$ cat src/rtl/bcd_pkg.sv
// bcd_pkg: digit width, digit limit and FSM state encodings shared by the
// BCD conversion paths.
package bcd_pkg;
    localparam int BCD_DIGIT_W   = 4;
    localparam int BCD_MAX_DIGIT = 9;
    typedef enum logic [1:0] {ST_IDLE, ST_SHIFT, ST_DONE} state_t;
    function automatic logic digit_bad(input logic [BCD_DIGIT_W-1:0] d);
        return d > BCD_DIGIT_W'(BCD_MAX_DIGIT);
    endfunction
endpackage

$ cat src/rtl/bcd_to_binary_seq_if.sv
// bcd_to_binary_seq_if: request/result bundle between a BCD digit source and
// the sequential BCD-to-binary converter.
interface bcd_to_binary_seq_if #(parameter int BIN_W = 10);
    logic             start;
    logic [3:0]       Hundreds;
    logic [3:0]       Tens;
    logic [3:0]       Ones;
    logic [BIN_W-1:0] binary;
    logic             busy;
    logic             done;
    logic             err;
    modport master (output start, Hundreds, Tens, Ones, input binary, busy, done, err);
    modport slave  (input start, Hundreds, Tens, Ones, output binary, busy, done, err);
endinterface

$ cat src/rtl/bcd_digit_adj.sv
// bcd_digit_adj: halving correction for one BCD digit after a right shift;
// a borrowed 8 really stands for 5, so subtract 3.
module bcd_digit_adj
    import bcd_pkg::*;
(
    input  logic [BCD_DIGIT_W-1:0] d,
    output logic [BCD_DIGIT_W-1:0] q
);
    assign q = (d >= BCD_DIGIT_W'(8)) ? d - BCD_DIGIT_W'(3) : d;
endmodule

$ cat src/rtl/bcd_to_binary_seq.sv
// bcd_to_binary_seq: converts three BCD digits to binary with reverse
// double-dabble, one result bit per clock.
module bcd_to_binary_seq
    import bcd_pkg::*;
#(
    parameter int DIGITS = 3,
    parameter int BIN_W  = 10
) (
    input logic clk,
    input logic rst_n,
    bcd_to_binary_seq_if.slave bus
);
    localparam int BCD_W = BCD_DIGIT_W * DIGITS;
    localparam int CNT_W = $clog2(BIN_W + 1);

    state_t             state_q, state_d;
    logic [BCD_W-1:0]   bcd_q, bcd_d, bcd_adj, bcd_in;
    logic [BIN_W-1:0]   bin_q, bin_d, binary_q, binary_d;
    logic [CNT_W-1:0]   cnt_q, cnt_d;
    logic               busy_q, busy_d, done_q, done_d, err_q, err_d, bad_q, bad_d;
    logic [BCD_W+BIN_W-1:0] sh;
    logic               in_bad;

    assign bcd_in = BCD_W'({bus.Hundreds, bus.Tens, bus.Ones});
    assign in_bad = digit_bad(bus.Hundreds) | digit_bad(bus.Tens) | digit_bad(bus.Ones);
    assign sh     = {bcd_q, bin_q} >> 1;

    for (genvar i = 0; i < DIGITS; i++) begin : g_adj
        bcd_digit_adj u_adj (
            .d(sh[BIN_W + i*BCD_DIGIT_W +: BCD_DIGIT_W]),
            .q(bcd_adj[i*BCD_DIGIT_W +: BCD_DIGIT_W])
        );
    end

    always_comb begin
        state_d  = state_q;
        bcd_d    = bcd_q;
        bin_d    = bin_q;
        cnt_d    = cnt_q;
        busy_d   = busy_q;
        done_d   = 1'b0;
        binary_d = binary_q;
        err_d    = err_q;
        bad_d    = bad_q;
        case (state_q)
            ST_IDLE: if (bus.start) begin
                bcd_d   = bcd_in;
                bin_d   = '0;
                cnt_d   = '0;
                busy_d  = 1'b1;
                bad_d   = in_bad;
                state_d = in_bad ? ST_DONE : ST_SHIFT;
            end
            ST_SHIFT: begin
                bcd_d = bcd_adj;
                bin_d = sh[BIN_W-1:0];
                cnt_d = cnt_q + 1'b1;
                if (cnt_q == CNT_W'(BIN_W - 1)) begin
                    state_d = ST_DONE;
                    busy_d  = 1'b0;
                end
            end
            ST_DONE: begin
                done_d   = 1'b1;
                busy_d   = 1'b0;
                binary_d = bad_q ? '0 : bin_q;
                err_d    = bad_q;
                state_d  = ST_IDLE;
            end
            default: state_d = ST_IDLE;
        endcase
    end

    always_ff @(posedge clk or negedge rst_n) begin
        if (!rst_n) begin
            state_q  <= ST_IDLE;
            bcd_q    <= '0;
            bin_q    <= '0;
            cnt_q    <= '0;
            busy_q   <= 1'b0;
            done_q   <= 1'b0;
            binary_q <= '0;
            err_q    <= 1'b0;
            bad_q    <= 1'b0;
        end else begin
            state_q  <= state_d;
            bcd_q    <= bcd_d;
            bin_q    <= bin_d;
            cnt_q    <= cnt_d;
            busy_q   <= busy_d;
            done_q   <= done_d;
            binary_q <= binary_d;
            err_q    <= err_d;
            bad_q    <= bad_d;
        end
    end

    assign bus.binary = binary_q;
    assign bus.busy   = busy_q;
    assign bus.done   = done_q;
    assign bus.err    = err_q;
endmodule

$ cat src/flat_wrapper.sv
// flat-port wrapper written by rule: the top's interface ports become plain ports
module bcd_to_binary_seq_flat import bcd_pkg::*;
#(
    parameter int DIGITS = 3,
    parameter int BIN_W  = 10
)
  (clk, rst_n, bus_start, bus_Hundreds, bus_Tens, bus_Ones, bus_binary, bus_busy, bus_done, bus_err);
  bcd_to_binary_seq_if #(.BIN_W(BIN_W)) bus_i ();
  input logic clk;
  input logic rst_n;
  input wire logic [$bits(bus_i.start)-1:0] bus_start;
  input wire logic [$bits(bus_i.Hundreds)-1:0] bus_Hundreds;
  input wire logic [$bits(bus_i.Tens)-1:0] bus_Tens;
  input wire logic [$bits(bus_i.Ones)-1:0] bus_Ones;
  output wire logic [$bits(bus_i.binary)-1:0] bus_binary;
  output wire logic [$bits(bus_i.busy)-1:0] bus_busy;
  output wire logic [$bits(bus_i.done)-1:0] bus_done;
  output wire logic [$bits(bus_i.err)-1:0] bus_err;
  assign bus_i.start = bus_start;
  assign bus_i.Hundreds = bus_Hundreds;
  assign bus_i.Tens = bus_Tens;
  assign bus_i.Ones = bus_Ones;
  assign bus_binary = bus_i.binary;
  assign bus_busy = bus_i.busy;
  assign bus_done = bus_i.done;
  assign bus_err = bus_i.err;
  bcd_to_binary_seq #(.DIGITS(DIGITS), .BIN_W(BIN_W)) u_core (.clk(clk), .rst_n(rst_n), .bus(bus_i));
endmodule
$ cat config.mk
export PLATFORM = sky130hd
export DESIGN_NAME = bcd_to_binary_seq_flat
export DESIGN_NICKNAME = d
export VERILOG_FILES = /design/src/rtl/bcd_pkg.sv /design/src/rtl/bcd_to_binary_seq_if.sv /design/src/rtl/bcd_digit_adj.sv /design/src/rtl/bcd_to_binary_seq.sv /design/src/flat_wrapper.sv
export SDC_FILE = /design/constraint.sdc
export NUM_CORES = 1
export LEC_CHECK = 0
export BUFFER_PORTS_ARGS = -buffer_cell sky130_fd_sc_hd__buf_2
export CORE_UTILIZATION = 46
export DETAILED_ROUTE_END_ITERATION = 10
export PLACE_DENSITY_LB_ADDON = 0.25
export SYNTH_ARGS = -nofsm -noshare
export SYNTH_HDL_FRONTEND = slang
export SYNTH_SLANG_ARGS = --single-unit
$ cat constraint.sdc
create_clock -name clk -period 3 [get_ports clk]
set_input_delay 0.15 -clock clk [delete_from_list [all_inputs] [get_ports clk]]
set_output_delay 0.15 -clock clk [all_outputs]
set_load 0.1 [all_outputs]
Word-level counts from Yosys, hierarchy flattened
Index checks and enable logic that the tools add are counted.

operators by class
  add/subtract/negate cells = 4
  $lt $le $gt $ge = 6
  equal/unequal tests = 5
  muxes and demuxes = 18
  bitwise logic cells = 2
  reductions and logical operators = 7

operator list
  kind                 number
  $pmux 12 s2          1
  $mux 10              2
  $pmux 10 s2          1
  $mux 4               4
  $gt 4x4->1 const B   3
  $mux 12              1
  $ge 4x4->1 const B   2
  $pmux 4 s2           1
  $sub 4x2->4 const B  2
  $mux 2               3
  $reduce_and 2->1     3
  $add 4x1->4 const B  1
  $eq 4x4->1 const B   1
  $ge 3x4->1 const B   1
  $pmux 2 s2           1
  $sub 3x2->4 const B  1
  $mux 1               3
  $pmux 1 s3           1
  $reduce_and 3->1     1
  $reduce_bool 3->1    1
  $eq 2x1->1 const B   1
  $eq 2x2->1 const B   1
  $logic_not 2->1      1
  $ne 2x1->1 const B   1
  other kinds (3)      4

storage, ports and cells
  register bits after elaboration = 42
  logic and storage cells = 51

Logic depth before layout (Yosys ltp)
  word-level depth = 6
  depth in mapped cells = 8

Modules after synthesis
From an unflattened synthesis, not the netlist that was laid out.

second synthesis, totals
  cell total of the unflattened synthesis = 210
  area, all modules = 2172.1 µm²

modules (own cells, without submodules)
  module             times used  cells an instance  area an instance (µm²)  sequential area each (µm²)
  bcd_to_binary_seq  1           177                1943.1                  1051.0
  bcd_digit_adj      3           11                 76.3                    0.0

Least setup slack after synthesis
OpenSTA, ideal clock, no wires.

  path type = flip-flop to flip-flop
  start point = register u_core.state_q[0]
  end point = register u_core.bin_q[0]
  setup time = 0.121 ns
  arrival = 1.323 ns
  required time = 2.879 ns
  slack = 1.556 ns
  stages on the path, launching flop included = 7
  path buffers = 1
  cells stage by stage = dfrtp_1 -> inv_1 -> ha_1 -> nand2b_2 -> o21ai_4 -> buf_6 -> a22o_1

on the way
  word-level cells in the longest chain between the ends = 3
  elaborated cells between the ends (all ways) = 6
  classes of those cells = 2 x eq/ne; 1 x mux; 3 x reduce/logical

RTL lines
  element                                                           line                     RTL
  start: declaration                                                bcd_to_binary_seq.sv:16  state_t state_q, state_d;
  start signal: assignment                                          bcd_to_binary_seq.sv:86  state_q <= state_d;
  $eq 2x1->1 / $logic_not 2->1 (equally long branches)              bcd_to_binary_seq.sv:45  case (state_q)
  $reduce_bool 2->1 (no line) / $ne 2x2->1 (equally long branches)  n/a
  $reduce_and 2->1 (no line)                                        n/a
  end signal: assignment                                            bcd_to_binary_seq.sv:88  bin_q <= bin_d;
  end: declaration                                                  bcd_to_binary_seq.sv:18  logic [BIN_W-1:0] bin_q, bin_d, binary_q, binary_d;

Parallel ways exist; a longest one is shown, timed or not.
A chain may end at the register's enable or synchronous reset.

Worst setup path in the final report
  start point = register u_core.state_q[1]
  end point = register u_core.state_q[1]

on the way
  word-level cells in the longest chain between the ends = 3
  elaborated cells between the ends (all ways) = 6
  classes of those cells = 3 x eq/ne; 1 x mux; 2 x reduce/logical

RTL lines
  element                                                    line
  $eq 2x1->1 / $logic_not 2->1 (equally long branches)       bcd_to_binary_seq.sv:45
  $ne 2x1->1 (no line) / $ne 2x2->1 (equally long branches)  n/a
  $reduce_and 2->1 (no line)                                 n/a

Parallel ways exist; a longest one is shown, timed or not.

==> impl_metrics.env <==
export IMPL_outcome="finished with violations"
export IMPL_violations="hold timing"
export IMPL_rows=24
export IMPL_clk_pin_slew_ns=0.08
export IMPL_syn_area_um2=2074
export IMPL_ioPinCount=28
export IMPL_grt_pass1_vias=1400
export IMPL_cts_buffers=5
export IMPL_regArea_um2=1051
export IMPL_cts_root_buf="clkbuf_8"
export IMPL_groute_usage_overall_pct=16.22
export IMPL_port_buffers=27
export IMPL_period_minus_slack_ns=2.086
export IMPL_syn_area_per_cell_um2=10.32
export IMPL_post_place_cells=272
export IMPL_fp_coreArea_um2=4354
export IMPL_synthArstFlopShare_pct=100.0
export IMPL_p_sw_share_pct=40.80
export IMPL_drc_errors=0
export IMPL_synth_seq_cells=42
export IMPL_area_growth_pct=11.52
export IMPL_worstMarginPinSlew_ns=0.9111
export IMPL_slew_headroom_pct=39.26
export IMPL_avgRoutedWirePerCell_um=12.52
export IMPL_dieArea_um2=4782
export IMPL_clock_skew_ns=0.003491
export IMPL_die_h_um=69.16
export IMPL_rsz0062_at_grt="false"
export IMPL_synth_commonest_cells="dfrtp_1, inv_1, o21ai_1"
export IMPL_hold_class="in2async"
export IMPL_htreeDepth=2
export IMPL_combinationalPowerShare_pct=38.4
export IMPL_clock_sinks=42
export IMPL_fin_ws_ns=0.9140
export IMPL_viasPerCell=5.150
export IMPL_reg2reg_from="u_core.state_q[1]$_DFFE_PN0P_"
export IMPL_synth_most_common_cell="dfrtp_1"
export IMPL_ys_types=35
export IMPL_antenna_found_initial=0
export IMPL_diodes=0
export IMPL_fill_cells=401
export IMPL_p_leak_nw=1.106
export IMPL_ys_seq_area_share_pct=50.66
export IMPL_crit_path_end_kind="flip-flop"
export IMPL_finalSetupTns_ns=0
export IMPL_peakVddDrop_uv=369.3
export IMPL_fin_crit_sh_pct=69.53
export IMPL_cp_max_fo=12
export IMPL_ys_warn_count=0
export IMPL_maxCapViolCount=0
export IMPL_critical_path_class="reg2reg"
export IMPL_crit_required_ns=3.22
export IMPL_drv_slew=0
export IMPL_max_freq_mhz=479.4
export IMPL_setup_viol=0
export IMPL_clock_path_buffers=2
export IMPL_gp_congestion=0.8101
export IMPL_final_cells=280
export IMPL_drt_pass1_iter_count=4
export IMPL_dp_hpwl_mm=2.443
export IMPL_cts_setup_buffers=0
export IMPL_routed_wirelength_mm=3.505
export IMPL_syn_nets=226
export IMPL_cp_slowest_cell="nor2_1"
export IMPL_hold_buffers=0
export IMPL_fin_hold_ws_ns=-0.008248
export IMPL_power_frac_seq_pct=42.1
export IMPL_p_int_mw=1.136
export IMPL_start_util_pct=47.64
export IMPL_critPathTopFamily="simple AND/OR/NAND/NOR gates"
export IMPL_crit_arrival_ns=2.31
export IMPL_grt_overflow=0
export IMPL_worst_path_buf_inv=2
export IMPL_worstPathCellList="inv_1 -> ha_1 -> inv_2 -> nor2_1 -> a21oi_1 -> o21ai_1"
export IMPL_postRouteAntennaNets=0
export IMPL_p_clk_share_pct=19.5
export IMPL_die_x_um=69.16
export IMPL_layout_drive_gt1_share_pct=18.86
export IMPL_synth_cells=201
export IMPL_hold_viol=37
export IMPL_synth_ff_type="dfrtp_1"
export IMPL_netSwitchingPower_uw=783.2
export IMPL_synth_area_leaders="dfrtp_1, ha_1, a22o_1, o21ai_1, nand3b_1"
export IMPL_num_vias=1442
export IMPL_multi_input_area_um2=880.8
export IMPL_final_nets=252
export IMPL_max_stage_delay_ns=0.57
export IMPL_cts_tree="done"
export IMPL_clk_latency_ns=0.29
export IMPL_synth_edff_count=0
export IMPL_startpoint_type="flip-flop"
export IMPL_dp_slack_ns=0.9368
export IMPL_yosys_area_top_type="dfrtp_1"
export IMPL_postCtsResizedCells=0
export IMPL_synth_top_cell_area_share_pct=50.66
export IMPL_drtIter0Drc=89
export IMPL_grt_pass1_wl_mm=6.189
export IMPL_power_density_nw_per_um2=829.7
export IMPL_critPathLaunch="u_core.state_q[1]$_DFFE_PN0P_"
export IMPL_grt_max_degree=43
## path summary, 6_finish.rpt
path / endpoint / slack [ns] / cells past startpoint
max: u_core.state_q[1]$_DFFE_PN0P_ / 0.91 / 6
min: u_core.bin_q[9]$_DFFE_PN0P_ / -0.008 / 1
max reg2reg: u_core.state_q[1]$_DFFE_PN0P_ / 0.91 / 6
min reg2reg: u_core.bus.busy$_DFFE_PN0P_ / 0.49 / 2
max in group asynchronous: u_core.bus.binary[1]$_DFFE_PN0P_ / 2.45 / 1
min in group clk: u_core.bcd_q[0]$_DFFE_PN0P_ / 0.13 / 3
## power groups by stage
stage	Clock [mW]	Sequential (mW)	Combinational, mW
after CTS	0.387	0.812	0.744
after global placement	0	0.821	0.724
after global routing	0.405	0.835	0.815
after detailed placement	0	0.823	0.741
after floorplan	0	0.942	0.498
final	0.374	0.808	0.737
## state kept, by name (all words and copies together), names as in the netlist
signal             count
u_core.bus.done        1
u_core.bus.err         1
u_core.bcd_q          12
u_core.bus.busy        1
u_core.bus.binary     10
u_core.cnt_q           4
u_core.bin_q          10
u_core.state_q         2
u_core.bad_q           1
## kinds of logic (layout without fill, tap and decap cells)
group                    after synthesis  in the layout  synth area share, %
AND/OR/NAND/NOR                       48             48                12.36
AO/OA/AOI/OAI                         59             59                18.40
flip-flops                            42             42                50.66
XOR/XNOR                               4              4                1.689
buffers and inverters                 30             57                6.875
multiplexers                           8              8                3.981
adder cells (fa/ha/maj)               10             10                6.031
## area by class of cell
class / count / area share, %
clock buffers: 7 / 3.732
clock inverters: 1 / 0.2163
inverters: 20 / 3.245
multi-input cells: 129 / 38.07
flip-flops and latches: 42 / 45.43
well taps: 52 / 2.812
repair buffers: 29 / 6.490
## layer usage
metal | up-vias | routed length [um] | global-route usage, %
li1 | 738 | - | -
met1 | 673 | 1818 | 22.04
met2 | 29 | 1556 | 24.81
met3 | 2 | 111 | 3.509
met4 | 0 | 18 | 7.483
met5 | - | 0 | 0
## placed cells by master, fill, tap and decap left out, types with 3 or more instances in the layout
cell type,instances
nor2_1,9
ha_1,10
mux2i_1,6
o21ai_0,15
nand2_1,15
dfrtp_1,42
clkbuf_8,6
and3_1,3
buf_2,27
o21ai_1,16
a22o_1,11
xnor2_1,4
nand3b_1,10
inv_1,19
a21oi_1,8
## worst register-to-register path, stage by stage (launching register included)
cell and delay (ns):
dfrtp_1 0.43, inv_1 0.10, ha_1 0.47, inv_2 0.21
nor2_1 0.57, a21oi_1 0.08, o21ai_1 0.15
## stage by stage
stage | cell area [um^2] | hold WS (ns) | util [%] | total power [mW]
3_3_place_gp | 2222 | 0.3424 | 51.03 | 1.545
2_1_floorplan | 2074 | -0.1456 | - | 1.440
5_1_grt | 2313 | 0.07480 | 53.13 | 2.055
6_report | 2313 | -0.008248 | 53.13 | 1.919
3_5_place_dp | 2222 | 0.3453 | 51.03 | 1.564
4_1_cts | 2313 | 0.02592 | 53.13 | 1.943
Power figures use the tool's default switching activity.
